File: src/rtl/mem_stage_pkg.sv
// Shared constants for the memory-access pipeline stage.
package mem_stage_pkg;

   localparam int unsigned RF_AW = 5;
   localparam int unsigned DW    = 32;
   localparam int unsigned FWD_W = 38;

   // Bit positions inside the exe_mem_all field
   localparam int unsigned MEM_WE = 7;
   localparam int unsigned LD_B   = 6;
   localparam int unsigned LD_H   = 5;
   localparam int unsigned LD_W   = 4;
   localparam int unsigned LD_UE  = 3;
   localparam int unsigned ST_B   = 2;
   localparam int unsigned ST_H   = 1;
   localparam int unsigned ST_W   = 0;

endpackage

File: src/rtl/mem_load_align.sv
// Selects the addressed byte/halfword of the SRAM read word and extends it.
module mem_load_align
   import mem_stage_pkg::*;
(
   input  logic [DW-1:0] rdata,
   input  logic [1:0]    addr_lo,
   input  logic          ld_b,
   input  logic          ld_h,
   input  logic          ld_ue,
   output logic [DW-1:0] result_c
);

   logic [7:0]  byte_sel;
   logic [15:0] half_sel;

   always_comb begin
      byte_sel = rdata[7:0];
      case (addr_lo)
         2'd1:    byte_sel = rdata[15:8];
         2'd2:    byte_sel = rdata[23:16];
         2'd3:    byte_sel = rdata[31:24];
         default: byte_sel = rdata[7:0];
      endcase
      half_sel = addr_lo[1] ? rdata[31:16] : rdata[15:0];

      // Word loads pass through untouched
      result_c = rdata;
      if (ld_b)
         result_c = {{24{~ld_ue & byte_sel[7]}}, byte_sel};
      else if (ld_h)
         result_c = {{16{~ld_ue & half_sel[15]}}, half_sel};
   end

endmodule

File: src/rtl/mem_stage.sv
// Memory-access pipeline stage: issues the SRAM request on transfer, then
// aligns the returned read data, holding it in a buffer across wb stalls.
module mem_stage
   import mem_stage_pkg::*;
(
   input  logic              clk,
   input  logic              reset,
   input  logic              exe_to_mem_valid,
   output logic              mem_allowin,
   input  logic [DW-1:0]     exe_pc,
   input  logic [DW-1:0]     exe_result,
   input  logic              exe_rf_we,
   input  logic [RF_AW-1:0]  exe_rf_waddr,
   input  logic              exe_res_from_mem,
   input  logic [7:0]        exe_mem_all,
   input  logic [DW-1:0]     exe_rkd_value,
   output logic              data_sram_en,
   output logic [3:0]        data_sram_we,
   output logic [DW-1:0]     data_sram_addr,
   output logic [DW-1:0]     data_sram_wdata,
   input  logic [DW-1:0]     data_sram_rdata,
   input  logic              wb_allowin,
   output logic              mem_to_wb_valid,
   output logic [DW-1:0]     mem_pc,
   output logic              mem_rf_we,
   output logic [RF_AW-1:0]  mem_rf_waddr,
   output logic [DW-1:0]     mem_final_result,
   output logic [FWD_W-1:0]  mem_fwd_all
);

   logic             mem_valid;
   logic             first_cyc;
   logic             buf_vld;
   logic [DW-1:0]    rdata_buf;
   logic [DW-1:0]    pc_q;
   logic [DW-1:0]    result_q;
   logic             rf_we_q;
   logic [RF_AW-1:0] waddr_q;
   logic             load_q;
   logic             ld_b_q;
   logic             ld_h_q;
   logic             ld_ue_q;
   logic [1:0]       addr_lo_q;

   logic             transfer;
   logic             is_load;
   logic             capture;
   logic [DW-1:0]    eff_rdata;
   logic [DW-1:0]    load_data;

   assign mem_allowin = ~mem_valid | wb_allowin;
   assign transfer    = exe_to_mem_valid & mem_allowin;
   assign is_load     = exe_res_from_mem | exe_mem_all[LD_B] | exe_mem_all[LD_H]
                      | exe_mem_all[LD_W];
   // Read data is only live in the first cycle; save it if wb is stalling us
   assign capture     = first_cyc & load_q & ~wb_allowin;

   // SRAM request, issued in the transfer cycle
   assign data_sram_en   = transfer & (is_load | exe_mem_all[MEM_WE]);
   assign data_sram_addr = exe_result;

   always_comb begin
      data_sram_we    = 4'b0000;
      data_sram_wdata = exe_rkd_value;
      if (exe_mem_all[ST_B])
         data_sram_wdata = {4{exe_rkd_value[7:0]}};
      else if (exe_mem_all[ST_H])
         data_sram_wdata = {2{exe_rkd_value[15:0]}};
      if (transfer & exe_mem_all[MEM_WE]) begin
         if (exe_mem_all[ST_B])
            data_sram_we = 4'b0001 << exe_result[1:0];
         else if (exe_mem_all[ST_H])
            data_sram_we = exe_result[1] ? 4'b1100 : 4'b0011;
         else if (exe_mem_all[ST_W])
            data_sram_we = 4'b1111;
      end
   end

   // Control state
   always_ff @(posedge clk) begin
      if (reset) begin
         mem_valid <= 1'b0;
         first_cyc <= 1'b0;
         buf_vld   <= 1'b0;
         rf_we_q   <= 1'b0;
      end else begin
         if (mem_allowin)
            mem_valid <= exe_to_mem_valid;
         first_cyc <= transfer;
         if (transfer)
            rf_we_q <= exe_rf_we;
         if (mem_valid & wb_allowin)
            buf_vld <= 1'b0;
         else if (capture)
            buf_vld <= 1'b1;
      end
   end

   // Payload registers need no reset
   always_ff @(posedge clk) begin
      if (transfer) begin
         pc_q      <= exe_pc;
         result_q  <= exe_result;
         waddr_q   <= exe_rf_waddr;
         load_q    <= exe_res_from_mem;
         ld_b_q    <= exe_mem_all[LD_B];
         ld_h_q    <= exe_mem_all[LD_H];
         ld_ue_q   <= exe_mem_all[LD_UE];
         addr_lo_q <= exe_result[1:0];
      end
      if (capture)
         rdata_buf <= data_sram_rdata;
   end

   assign eff_rdata = buf_vld ? rdata_buf : data_sram_rdata;

   mem_load_align u_align (
      .rdata    (eff_rdata),
      .addr_lo  (addr_lo_q),
      .ld_b     (ld_b_q),
      .ld_h     (ld_h_q),
      .ld_ue    (ld_ue_q),
      .result_c (load_data)
   );

   assign mem_to_wb_valid  = mem_valid;
   assign mem_pc           = pc_q;
   assign mem_rf_we        = rf_we_q;
   assign mem_rf_waddr     = waddr_q;
   assign mem_final_result = load_q ? load_data : result_q;
   assign mem_fwd_all      = {mem_valid & rf_we_q, waddr_q, mem_final_result};

endmodule

File: config.mk
export PLATFORM = sky130hd
export DESIGN_NAME = mem_stage
export DESIGN_NICKNAME = d
export VERILOG_FILES = /design/src/rtl/mem_stage_pkg.sv /design/src/rtl/mem_load_align.sv /design/src/rtl/mem_stage.sv
export SDC_FILE = /design/constraint.sdc
export NUM_CORES = 1
export LEC_CHECK = 0
export ABC_CLOCK_PERIOD_IN_PS = 7200
export BUFFER_PORTS_ARGS = -buffer_cell sky130_fd_sc_hd__buf_4
export CAP_MARGIN = 30
export CORE_MARGIN = 2
export CORE_UTILIZATION = 30
export DETAILED_ROUTE_END_ITERATION = 10
export GPL_TIMING_DRIVEN = 0
export PLACE_DENSITY_LB_ADDON = 0.1
export SLEW_MARGIN = 15
export SYNTH_ARGS = -nofsm -noshare
export SYNTH_HDL_FRONTEND = slang
export SYNTH_SLANG_ARGS = --single-unit
File: constraint.sdc
create_clock -name clk -period 7.2 [get_ports clk]
set_input_delay 0 -clock clk [delete_from_list [all_inputs] [get_ports clk]]
set_output_delay 0 -clock clk [all_outputs]
set_load 0.01 [all_outputs]
==> results.txt <==
Status: finished, final reports clean
CTS max path bufs: 2
Setup TNS: 0 ps
Root buf cell: clkbuf_16
DRC viols: 0
CTS buffer count: 9
Vias in the first global route: 5582
Crit-path cells: clkbuf_1, inv_1, nor3_1, buf_2, a22oi_1, nand2_1, buf_4, buf_4
CP Capture Type: output pin
# placed instances: 1070
Setup crit start: load_q
Syn_area_per_cell: 12.3 µm²
Met2 WL: 11.4 mm
Worst Path Buf+Inv: 5
Met1 WL: 8.94 mm
Vias per std cell: 4.54
Crit Path Class: reg -> out
Max stage delay on crit path: 790 ps
Hold Crit Class: in -> out
Total gr overflow: 0
# IOs: 326
Commonest non-fill, non-tap cell in the layout: buf_4
Placed wire-length estimate: 17.1 mm
Die area: 0.0207 mm²
Syn nets: 625
Synthesis-stage register bit count: 109
CP Launch Type: flip-flop
Largest net degree at the start of global routing: 55
Gpl congestion: 0.909
Commonest non-fill, non-tap cells in the layout: buf_4, dlygate4sd3_1, edfxtp_1, mux2i_1
Hold Vio Cnt, Final: 0
FMAX: 358 MHz
Core footprint: 0.0193 mm²
Post-synth cell types: 31
TritonCTS clock tree: yes
Endpoints failing setup: 0
Total Routing Usage GR: 0.208
Rows: 51
Worst-Margin Slew: 1010 ps
Final Max Tran Viols: 0
Max transition margin: 0.320
Unrepaired setup endpoints after global routing: no
Worst skew pair latency: 360 ps
N_diodes: 0
Top cell by count, worst path: buf_4
Die Y: 144 µm
Global-route wire length before repair: 32.1 mm
MaxCap Viol Count: 0
H-tree levels: 3
Routed WL: 22.1 mm
Worst hold start: exe_rkd_value[1]
Final non-filler cell total: 1196
CTS clk-pin slew, worst paths: 70 ps
Power Density: 172 mW/mm²
Mapped Cells: 478
Peak VDD IR: 0.000107 V
Layout cells sized above 1: 0.512
Drt pass-1 iters: 4
Crit path required time: 7200 ps
Netlist Area Pre-Place: 0.00587 mm²
Top layer in use: met5
Avg WL per Cell: 18.5 µm
Initial Util: 0.304
Leakage: 4.51 nW
Filler Cell Count: 1725
Period utilization: 0.388
CP max FO: 10
Layout net count: 1073
Register area share after synthesis: 0.551
PortBufs: 325
Crit path time final: 2790 ps
Initial antenna violation count: 1
Post_cts resized: 0
Crit path DAT: 2790 ps
Yosys Warn Count: 0
Post-Route Skew: 8.76 ps
Die width: 144 µm
Met3 WL: 1.28 mm
# clock sinks: 109
Routed via count: 5428
P&R area growth vs syn: 72.1%
Slowest CP cell: nor3_1
Kind of cell adding the most delay to the critical path: buffers and inverters
Post-DRT Antenna Nets: 0
Starting DRT DRC Count: 327
R2R Path Start: mem_to_wb_valid
-- kinds of logic (layout without fill, tap and decap cells) --
kind of cell	Yosys count	count (layout)	share of synthesized area
buffers and inverters	118	571	0.130
flip-flops	109	109	0.551
multiplexers	84	84	0.159
AO/OA/AOI/OAI	83	83	0.0955
AND/OR/NAND/NOR	84	84	0.0644
-- repair_timing --
item,in CTS,in global routing
hold buffers,110,0
hold endpoints to repair,113,0
buffers inserted,0,0
-- layout make-up --
| cell class | count | area, µm² | area share |
|---|---|---|---|
| well taps | 265 | 332 | 0.0328 |
| multi-input cells | 251 | 1880 | 0.186 |
| clock inverters | 7 | 78.8 | 0.00780 |
| clock buffers | 9 | 225 | 0.0223 |
| plain buffers | 102 | 703 | 0.0696 |
| repair buffers | 437 | 3590 | 0.355 |
| inverters | 16 | 62.6 | 0.00619 |
| flip-flops and latches | 109 | 3230 | 0.320 |
-- power breakdown --
part	leakage, nW	internal (mW)	total [mW]	switching [mW]
combinational	3.33	0.274	0.491	0.217
sequential	1.03	0.729	0.739	0.0105
clock	0.148	0.248	0.508	0.260
total	4.51	1.25	1.74	0.487
-- sequential cells by signal (all words and copies together), names as in the netlist, 5 cells and up --
register / count
mem_pc: 32
rdata_buf: 32
mem_rf_waddr: 5
result_q: 32
-- cell usage after synthesis --
| library cell | count | area, µm² |
|---|---|---|
| nand2b_1 | 4 | 25.0 |
| a21o_1 | 1 | 7.51 |
| a21oi_1 | 15 | 75.1 |
| o21ai_0 | 23 | 115 |
| mux2i_1 | 44 | 440 |
| clkbuf_1 | 11 | 41.3 |
| and4b_4 | 1 | 13.8 |
| mux4_2 | 4 | 90.1 |
| nand2_1 | 36 | 135 |
| and2_1 | 2 | 12.5 |
| edfxtp_1 | 105 | 3150 |
| dfxtp_1 | 4 | 80.1 |
| a31oi_1 | 2 | 12.5 |
| buf_6 | 2 | 22.5 |
| buf_4 | 78 | 586 |
| buf_2 | 9 | 45.0 |
| inv_1 | 16 | 60.1 |
| nand3_1 | 16 | 80.1 |
| nor2_1 | 17 | 63.8 |
| a221o_1 | 8 | 80.1 |
| o221ai_1 | 2 | 17.5 |
| clkbuf_2 | 1 | 5.00 |
| and3_1 | 1 | 6.26 |
| o22ai_1 | 1 | 6.26 |
| nor3_1 | 2 | 10.0 |
| mux2_2 | 36 | 405 |
| nor2b_1 | 5 | 31.3 |
| a31oi_4 | 1 | 21.3 |
| buf_1 | 1 | 3.75 |
| a22oi_1 | 29 | 218 |
| a211oi_1 | 1 | 7.51 |
-- worst register-to-register path, stage by stage (launching register included) --
cell and delay [ps]:
dfxtp_1 340, nand2b_1 180, nand2_1 180, inv_4 280, buf_16 300
-- worst paths after layout --
| path | end | slack, ps | depth (start not counted) |
|---|---|---|---|
| max | mem_fwd_all[24] | 4410 | 8 |
| min | data_sram_wdata[1] | 280 | 3 |
| max reg2reg | result_q[21] | 5550 | 4 |
| min reg2reg | mem_rf_we | 490 | 2 |
-- per-layer routing --
metal,global-route usage,vias to the layer above
met5,0,-
met1,0.255,2628
li1,-,2593
met4,0.0578,2
met2,0.366,181
met3,0.0497,24
-- through the flow --
stage,power (mW),util,hold WS (ps),cell area (µm²),setup slack [ps]
after floorplan,0.949,-,69.1,5870,4670
after global placement,1.19,0.447,178,8640,3990
after detailed placement,1.19,0.450,179,8700,4840
after CTS,1.76,0.523,283,10100,4440
after global routing,1.81,0.523,288,10100,4270
final,1.74,0.523,284,10100,4410
Power figures use the tool's default switching activity.
